<file path="config.mk">
export PLATFORM = sky130hd
export DESIGN_NAME = hazard_controller
export DESIGN_NICKNAME = d
export VERILOG_FILES = /design/src/rtl/hazard_controller_pkg.sv /design/src/rtl/hazard_controller_detect.sv /design/src/rtl/hazard_controller.sv
export SDC_FILE = /design/constraint.sdc
export NUM_CORES = 1
export LEC_CHECK = 0
export CAP_MARGIN = 0
export CORE_ASPECT_RATIO = 0.5
export CORE_UTILIZATION = 48
export CTS_BUF_LIST = sky130_fd_sc_hd__clkbuf_16
export CTS_CLUSTER_SIZE = 14
export DETAILED_ROUTE_END_ITERATION = 10
export HOLD_SLACK_MARGIN = 0.06
export PLACE_DENSITY = 0.95
export SLEW_MARGIN = 25
export SYNTH_ARGS = -nofsm -noshare
export SYNTH_HDL_FRONTEND = slang
export SYNTH_SLANG_ARGS = --single-unit
</file>
<file path="constraint.sdc">
create_clock -name clk -period 8.3 [get_ports clk]
set_clock_uncertainty 0.1 [all_clocks]
set_input_delay 1.66 -clock clk [delete_from_list [all_inputs] [get_ports clk]]
set_output_delay 1.66 -clock clk [all_outputs]
set_load 0.005 [all_outputs]
</file>
<file path="src/rtl/hazard_controller_pkg.sv">
// Shared encodings for the pipeline hazard controller: controller states,
// decode-stage jump kinds and the hard-wired zero register.
package hazard_controller_pkg;

    typedef enum logic [1:0] {
        ST_RUN    = 2'b00,
        ST_DSTALL = 2'b01,
        ST_MWAIT  = 2'b10
    } state_t;

    typedef enum logic [1:0] {
        JMP_NONE  = 2'b00,
        JMP_J     = 2'b01,
        JMP_JR    = 2'b10,
        JMP_RSVD  = 2'b11
    } jump_t;

    localparam logic [4:0] REG_ZERO = 5'd0;

endpackage

</file>
<file path="src/rtl/hazard_controller_detect.sv">
// Combinational hazard and redirect detection from the decode sources
// against the EX and MEM destinations.
module hazard_detect
    import hazard_controller_pkg::*;
(
    input  logic [4:0] rs1_d,
    input  logic [4:0] rs2_d,
    input  logic       use_rs1_d,
    input  logic       use_rs2_d,
    input  logic       branch_d,
    input  logic [1:0] jump_d,
    input  logic       taken_d,
    input  logic [4:0] rd_e,
    input  logic       reg_write_e,
    input  logic       mem_read_e,
    input  logic [4:0] rd_m,
    input  logic       reg_write_m,
    output logic       hazard,
    output logic       redirect
);

    logic hit_e;
    logic hit_m;
    logic load_use;
    logic branch_hazard;
    logic decode_compare;
    logic is_jr;
    logic is_j;

    // The zero register is never a real producer, so any match on it is ignored.
    assign hit_e = (rd_e != REG_ZERO) &&
                   ((use_rs1_d && (rs1_d == rd_e)) || (use_rs2_d && (rs2_d == rd_e)));
    assign hit_m = (rd_m != REG_ZERO) &&
                   ((use_rs1_d && (rs1_d == rd_m)) || (use_rs2_d && (rs2_d == rd_m)));

    assign is_jr          = (jump_t'(jump_d) == JMP_JR);
    assign is_j           = (jump_t'(jump_d) == JMP_J);
    assign decode_compare = branch_d || is_jr;

    assign load_use      = mem_read_e && hit_e;
    assign branch_hazard = decode_compare && ((reg_write_e && hit_e) || (reg_write_m && hit_m));

    assign hazard   = load_use || branch_hazard;
    assign redirect = !hazard && ((branch_d && taken_d) || is_j || is_jr);

endmodule

</file>
<file path="src/rtl/hazard_controller.sv">
// Pipeline sequencing controller: priority mux for stall/flush/bubble
// controls, the RUN/DSTALL/MWAIT state register and saturating counters.
module hazard_controller
    import hazard_controller_pkg::*;
#(
    parameter int CNT_W = 16
) (
    input  logic             clk,
    input  logic             reset,
    input  logic [4:0]       rs1_d,
    input  logic [4:0]       rs2_d,
    input  logic             use_rs1_d,
    input  logic             use_rs2_d,
    input  logic             branch_d,
    input  logic [1:0]       jump_d,
    input  logic             taken_d,
    input  logic [4:0]       rd_e,
    input  logic             reg_write_e,
    input  logic             mem_read_e,
    input  logic [4:0]       rd_m,
    input  logic             reg_write_m,
    input  logic             mem_read_m,
    input  logic             dmem_busy,
    output logic             pc_en,
    output logic             ifid_en,
    output logic             idex_en,
    output logic             exmem_en,
    output logic             ifid_flush,
    output logic             idex_flush,
    output logic             memwb_bubble,
    output logic [1:0]       state,
    output logic [CNT_W-1:0] stall_cycles,
    output logic [CNT_W-1:0] flush_count
);

    state_t state_q;
    state_t state_n;
    logic   hazard;
    logic   redirect;
    logic   unused_inputs;

    // A MEM-stage load is already covered by reg_write_m for decode compares.
    assign unused_inputs = mem_read_m;

    hazard_detect u_detect (
        .rs1_d       (rs1_d),
        .rs2_d       (rs2_d),
        .use_rs1_d   (use_rs1_d),
        .use_rs2_d   (use_rs2_d),
        .branch_d    (branch_d),
        .jump_d      (jump_d),
        .taken_d     (taken_d),
        .rd_e        (rd_e),
        .reg_write_e (reg_write_e),
        .mem_read_e  (mem_read_e),
        .rd_m        (rd_m),
        .reg_write_m (reg_write_m),
        .hazard      (hazard),
        .redirect    (redirect)
    );

    always_ff @(posedge clk) begin
        if (reset) begin
            state_q <= ST_RUN;
        end else begin
            state_q <= state_n;
        end
    end

    // Priority: reset > memory wait > decode hazard > redirect.
    always_comb begin
        pc_en        = 1'b1;
        ifid_en      = 1'b1;
        idex_en      = 1'b1;
        exmem_en     = 1'b1;
        ifid_flush   = 1'b0;
        idex_flush   = 1'b0;
        memwb_bubble = 1'b0;
        state_n      = ST_RUN;

        if (reset) begin
            pc_en        = 1'b0;
            ifid_en      = 1'b0;
            idex_en      = 1'b0;
            exmem_en     = 1'b0;
            ifid_flush   = 1'b1;
            idex_flush   = 1'b1;
            memwb_bubble = 1'b1;
        end else if (dmem_busy) begin
            pc_en        = 1'b0;
            ifid_en      = 1'b0;
            idex_en      = 1'b0;
            exmem_en     = 1'b0;
            memwb_bubble = 1'b1;
            state_n      = ST_MWAIT;
        end else if (hazard) begin
            pc_en        = 1'b0;
            ifid_en      = 1'b0;
            idex_flush   = 1'b1;
            state_n      = ST_DSTALL;
        end else if (redirect) begin
            ifid_flush   = 1'b1;
        end
    end

    assign state = state_q;

    always_ff @(posedge clk) begin
        if (reset) begin
            stall_cycles <= '0;
            flush_count  <= '0;
        end else begin
            if (!pc_en && (stall_cycles != {CNT_W{1'b1}})) begin
                stall_cycles <= stall_cycles + CNT_W'(1);
            end
            if (ifid_flush && (flush_count != {CNT_W{1'b1}})) begin
                flush_count <= flush_count + CNT_W'(1);
            end
        end
    end

endmodule

</file>
==> flow_summary.toml, run 1 <==
[global_route]
grtUsageTotal = 0.2675
grt_pass1_wl_mm = 9.218
grt_pass1_vias = 2116
grt_max_degree = 41
overflow = 0
grt_antenna_before_repair = 0

[yosys]
async_flop_share = 0
ys_top_cells_by_count = "dfxtp_1 (34), a21oi_1 (29), xnor2_1 (20)"
synth_seq_cells = 34
synth_cells = 255
seq_area_frac_synth = 0.3311
synth_edf_count = 0
ys.flop_type = "dfxtp_1"
ys_warn_count = 0
synth_cell_type_count = 41
synth_area_leaders = "dfxtp_1 (33%), xnor2_1 (8.5%), a21oi_1 (7.1%)"
yosysMostFrequentCell = "dfxtp_1"
syn-num-nets = 290
synth_top_area_cell = "dfxtp_1"
yosysTopAreaCellShare = 0.3311
syn-cell-area_um2 = 2056
syn_avg_cell_area_um2 = 8.062

[final_layout]
nets = 354
final_layout_size_suffix_gt1_frac = 0.04688
antenna_cells = 0
utilization = 0.7297
area_delta_synth_final_pct = 42.12
fin_area_um2 = 2922

[pwr]
vdd_ir_drop_max_mv = 0.08455
leakagePower_uw = 0.0009371
powerDensity_nw_per_um2 = 138.0

[cts]
cts_hold_buf = 0
clock_path_buffers = 2
clock-sinks = 34
post-cts-setup-buffer-count = 0
numCtsBuffers = 5
h-tree-depth = 2
clk_latency_ns = 0.28
root_buffer = "clkbuf_16"
worst_setup_hold_path_clk_slew_ns = 0.05
cts_tree = "built"
postCtsResizedCells = 0

[critical_path]
crit_buf_inv = 2
critPathSlowestCell = "a221o_1"
crit_chain = "clkdlybuf4s50_1, or4_1, o22a_1, a221o_1, o21bai_1, clkdlybuf4s50_1"
required_ns = 6.54
cp-start-kind = "primary input"
cp_data_arrival_time_ns = 4.48
crit_path_frequent_cell = "clkdlybuf4s50_1"
critical_path_class = "primary input to output pin"
crit_path_end_kind = "output pin"
crit_fanout = 31
crit_family = "compound AO/OA/AOI/OAI gates"
max_stage_delay_ns = 0.70

[routing]
num_vias = 2259
drcViolationCount = 0
routedWlPerCell_um = 15.48
ant_nets = 0
drtPass1Iterations = 5
viasPerCell = 6.040
drt-total-wl_mm = 5.790
drt-initial-drc-count = 156

[floorplan]
row_count = 16
die_width_um = 94.55
start_util = 0.5134
num_io_pins = 74
die_h_um = 48.28
core_um2 = 4004
die_area_um2 = 4564

[placed_design]
dp_slack_ns = 2.078
place_area_um2 = 2784
gp_congestion = 0.8455
port_buffers = 72
dp_hpwl_mm = 4.202

[worst_hold_path]
hold_path_class = "register to register"

[timing]
drv_slew = 0
slew_headroom = 0.3814
max_slew.worst_pin.slew_ns = 0.9279
fmax_mhz = 160.2
finalHoldViolCount = 0
rsz0062_at_grt = "no"
whs_ns = 0.3896
fin_crit_sh = 0.7520
setup_tns_ns = 0
period_needed_ns = 6.242
layout_setup_ws_ns = 2.058
finalSetupViolCount = 0

[outcome]
outcome = "completed"

[flow_run]
cap_violations = 0
[final timing paths]
kind / from / endpoint / slack (ns) / cells after the start
hold reg to reg: flush_count[11] / flush_count[11] / 0.39 / 2
setup reg to reg: flush_count[3] / flush_count[3] / 6.00 / 6
hold / removal: flush_count[11] / flush_count[11] / 0.39 / 2
setup / recovery: rd_e[0] / ifid_flush / 2.06 / 6
[flip-flops by register name (all words and copies together) (netlist names)]
signal        flops
state             2
flush_count      16
stall_cycles     16
[tightest hold or removal path: cells and delay by family (launching register included)]
kind	cells	cell delay [ns]
AO/OA/AOI/OAI	2	0.13
flip-flops	1	0.32
[cell usage in the layout (no fill, tap or decap), types with 2 or more instances in the layout]
master,instances
o21bai_1,2
ha_1,2
clkbuf_16,5
clkdlybuf4s50_1,72
nor2_1,9
xnor2_1,20
o31ai_1,14
o21ai_0,11
nand4_1,10
and3_1,10
mux2_2,3
inv_1,7
nor3_1,8
dfxtp_1,34
o41ai_1,2
buf_4,2
or3_1,9
o22ai_1,2
nor2b_1,5
nand3_1,17
a21oi_1,29
and4_1,2
or2_2,2
or4_1,17
nand2_1,9
[metal layers]
| layer | part of all wire | track usage | vias to the layer above |
|---|---|---|---|
| met5 | 0 | 0 | - |
| met3 | 0.065 | 0.06075 | 13 |
| li1 | - | - | 1107 |
| met1 | 0.40 | 0.2829 | 1055 |
| met2 | 0.51 | 0.5449 | 84 |
| met4 | 0.019 | 0.1182 | 0 |
[report_power, final]
part	internal, µW	leakage (µW)	switching (µW)
clock	108	0.0000724	65.0
sequential	166	0.000275	2.15
combinational	32.8	0.000590	29.6
[metrics by stage]
step,instances,power (µW)
floorplan,255,201.0
global placement,366,230.0
detailed placement,366,233.1
CTS,374,404.9
global route,374,420.1
finish,374,403.2
[kinds of logic (layout without fill, tap and decap cells)]
kind of cell,count (synthesis),in the layout,share of synthesized area
buffers and inverters,23,88,0.05051
and+or+nand+nor,102,102,0.2891
DFF,34,34,0.3311
AOI/OAI and AO/OA,70,70,0.2112
muxes,3,3,0.01643
xor gates and xnor gates,21,21,0.08947
adders and majority gates,2,2,0.01217
[area by class of cell]
| class | instances | area, µm² |
|---|---|---|
| Multi-Input combinational cell | 198 | 1277 |
| Fill cell | 299 | 1082 |
| Timing Repair Buffer | 74 | 735.7 |
| Sequential cell | 34 | 680.7 |
| Clock buffer | 5 | 125.1 |
| Tap cell | 54 | 67.56 |
| Inverter | 6 | 22.52 |
| Clock inverter | 3 | 12.51 |
Power figures use the tool's default switching activity.
==> run 2: changes to the inputs <==
--- a/config.mk
+++ b/config.mk
@@ -7,12 +7,12 @@
 export LEC_CHECK = 0
 export CAP_MARGIN = 0
 export CORE_ASPECT_RATIO = 0.5
-export CORE_UTILIZATION = 48
+export CORE_UTILIZATION = 45
 export CTS_BUF_LIST = sky130_fd_sc_hd__clkbuf_16
 export CTS_CLUSTER_SIZE = 14
 export DETAILED_ROUTE_END_ITERATION = 10
 export HOLD_SLACK_MARGIN = 0.06
-export PLACE_DENSITY = 0.95
+export PLACE_DENSITY = 0.92
 export SLEW_MARGIN = 25
 export SYNTH_ARGS = -nofsm -noshare
 export SYNTH_HDL_FRONTEND = slang
==> constraint.sdc (replaced) <==
create_clock -name clk -period 6.1 [get_ports clk]
set_clock_uncertainty 0.1 [all_clocks]
set_input_delay 1.22 -clock clk [delete_from_list [all_inputs] [get_ports clk]]
set_output_delay 1.22 -clock clk [all_outputs]
set_load 0.005 [all_outputs]
==> run 2 against run 1 <==
  * Via count up 2.1%
  * Global-route usage decreased by 1.8 points
  * Sequential share of layout area shrank 0.30 points
  * Cell count up 0.53%
  * Cell area increased by 1.3%
  * Sequential power rose by 36%
  * Clock power is 64% higher
  * Largest cell class unchanged
  * Routed wire length up 3.3%
==> flow_summary.toml, run 2 (synthesis gave the netlist of run 1 again) <==
[final_layout]
nets = 356
fillCellCount = 302
final_common_cell = "clkdlybuf4s50_1"
multi_input_area_um2 = 1277
layout_common_cells = "clkdlybuf4s50_1 (72), dfxtp_1 (34), a21oi_1 (29)"
antenna_cells = 0
area_delta_synth_final_pct = 43.94
final_layout_size_suffix_gt1_frac = 0.05280
regArea_um2 = 680.7

[placed_design]
dp_hpwl_mm = 4.236
gp_congestion = 0.8440
port_buffers = 72

[critical_path]
critical_path_class = "primary input to output pin"
crit_chain = "clkdlybuf4s50_1, or4_1, o22a_1, a221oi_2, clkdlybuf4s50_1"
crit_fanout = 4
critPathSlowestCell = "clkdlybuf4s50_1"
crit_path_end_kind = "output pin"
crit_path_frequent_cell = "clkdlybuf4s50_1"
max_stage_delay_ns = 0.59
cp-start-kind = "primary input"
cp_data_arrival_time_ns = 3.58
required_ns = 4.78

[timing]
finalHoldViolCount = 0
whs_ns = 0.4061
drv_slew = 0
slew_headroom = 0.5459
fmax_mhz = 204.1
period_needed_ns = 4.899
max_slew.worst_pin.slew_ns = 0.6811
rsz0062_at_grt = "no"
setup_tns_ns = 0
finalSetupViolCount = 0
fin_crit_sh = 0.8032

[global_route]
grt_use_met2 = 0.4639
overflow = 0
grtUsageTotal = 0.2499
grt_max_degree = 41
grt_antenna_before_repair = 0
grt_use_met3 = 0.04681
globalRouteMet1Util = 0.2842
grt_pass1_wl_mm = 9.708
grt_pass1_vias = 2123
busiest_layer = "met2"

[outcome]
outcome = "completed"

[floorplan]
start_util = 0.4985
row_count = 16
core_um2 = 4124
die_width_um = 97.59
num_io_pins = 74
die_h_um = 49.80
die_area_um2 = 4859

[cts]
clock_path_buffers = 2
clock-sinks = 34
postCtsResizedCells = 0
root_buffer = "clkbuf_16"
post-cts-setup-buffer-count = 0
cts_tree = "built"
h-tree-depth = 2
cts_hold_buf = 0
clk_latency_ns = 0.28
worst_setup_hold_path_clk_slew_ns = 0.05
numCtsBuffers = 5

[pwr]
p_int_uw = 459.9
p_comb_frac = 0.144
leakagePower_uw = 0.0009600
seq_power_share = 0.382
clkPwrFrac = 0.474
p_sw_uw = 137.3
powerDensity_nw_per_um2 = 201.8
vdd_ir_drop_max_mv = 0.1105
switching_share = 0.2299

[routing]
num_vias = 2306
ant_nets = 0
viasPerCell = 6.133
routedWlPerCell_um = 15.91
drt-total-wl_mm = 5.981
drtPass1Iterations = 4
drcViolationCount = 0
drt-initial-drc-count = 87

[flow_run]
cap_violations = 0

[worst_hold_path]
hold_path_class = "register to register"
run 2: cell types whose count changed in the layout (fill, tap and decap cells not counted):
cell | previous run | this run
clkinv_2 | 1 | 0
inv_1 | 7 | 8
clkinv_1 | 1 | 0
buf_4 | 2 | 3
bufinv_16 | 0 | 1
clkbuf_2 | 0 | 1
run 2: final cells by class:
type                    instances  area share
multi-input cells             198      0.4317
repair buffers                 76      0.2529
flip-flops and latches         34      0.2300
clock buffers                   5     0.04228
well taps                      54     0.02283
clock inverters                 3     0.01268
inverters                       6    0.007611
run 2: per-layer routing:
metal  share of wire  up-vias  wire length (µm)
met5               0        -                 0
met1            0.42     1102              2516
met4           0.020        0               120
met2            0.50       84              3009
li1                -     1106                 -
met3           0.056       14               334
run 2: worst paths after layout:
path                            cells after the start              end            from  slack (ns)
worst max-delay path                                5            pc_en         rd_e[0]        1.20
worst min-delay path                                2   flush_count[5]  flush_count[5]        0.41
worst max register to register                      6  flush_count[11]  flush_count[3]        3.73
worst min register to register                      2   flush_count[5]  flush_count[5]        0.41
run 2: metrics by stage:
step	util	cell area, µm²	total power, µW	setup slack, ns	cells
CTS	0.7163	2954	597.2	1.200	375
floorplan	-	2056	273.4	1.835	255
finish	0.7175	2959	597.2	1.201	376
detailed placement	0.6769	2791	317.1	1.209	367
global route	0.7175	2959	617.5	1.123	376
global placement	0.6769	2791	313.8	1.238	367
run 2: critical path, delay by kind of cell:
| family | cells | cell delay (ns) |
|---|---|---|
| AO/OA/AOI/OAI | 2 | 0.73 |
| buffers and inverters | 2 | 1.07 |
| AND/OR/NAND/NOR | 1 | 0.56 |
run 2: power by group through the flow:
stage,combinational [µW],sequential [µW],clock [µW]
2_1_floorplan,40.9,233,0
4_1_cts,84.8,228,284
3_5_place_dp,84.2,233,0
3_3_place_gp,81.3,232,0
6_report,86.0,228,283
5_1_grt,92.7,228,296
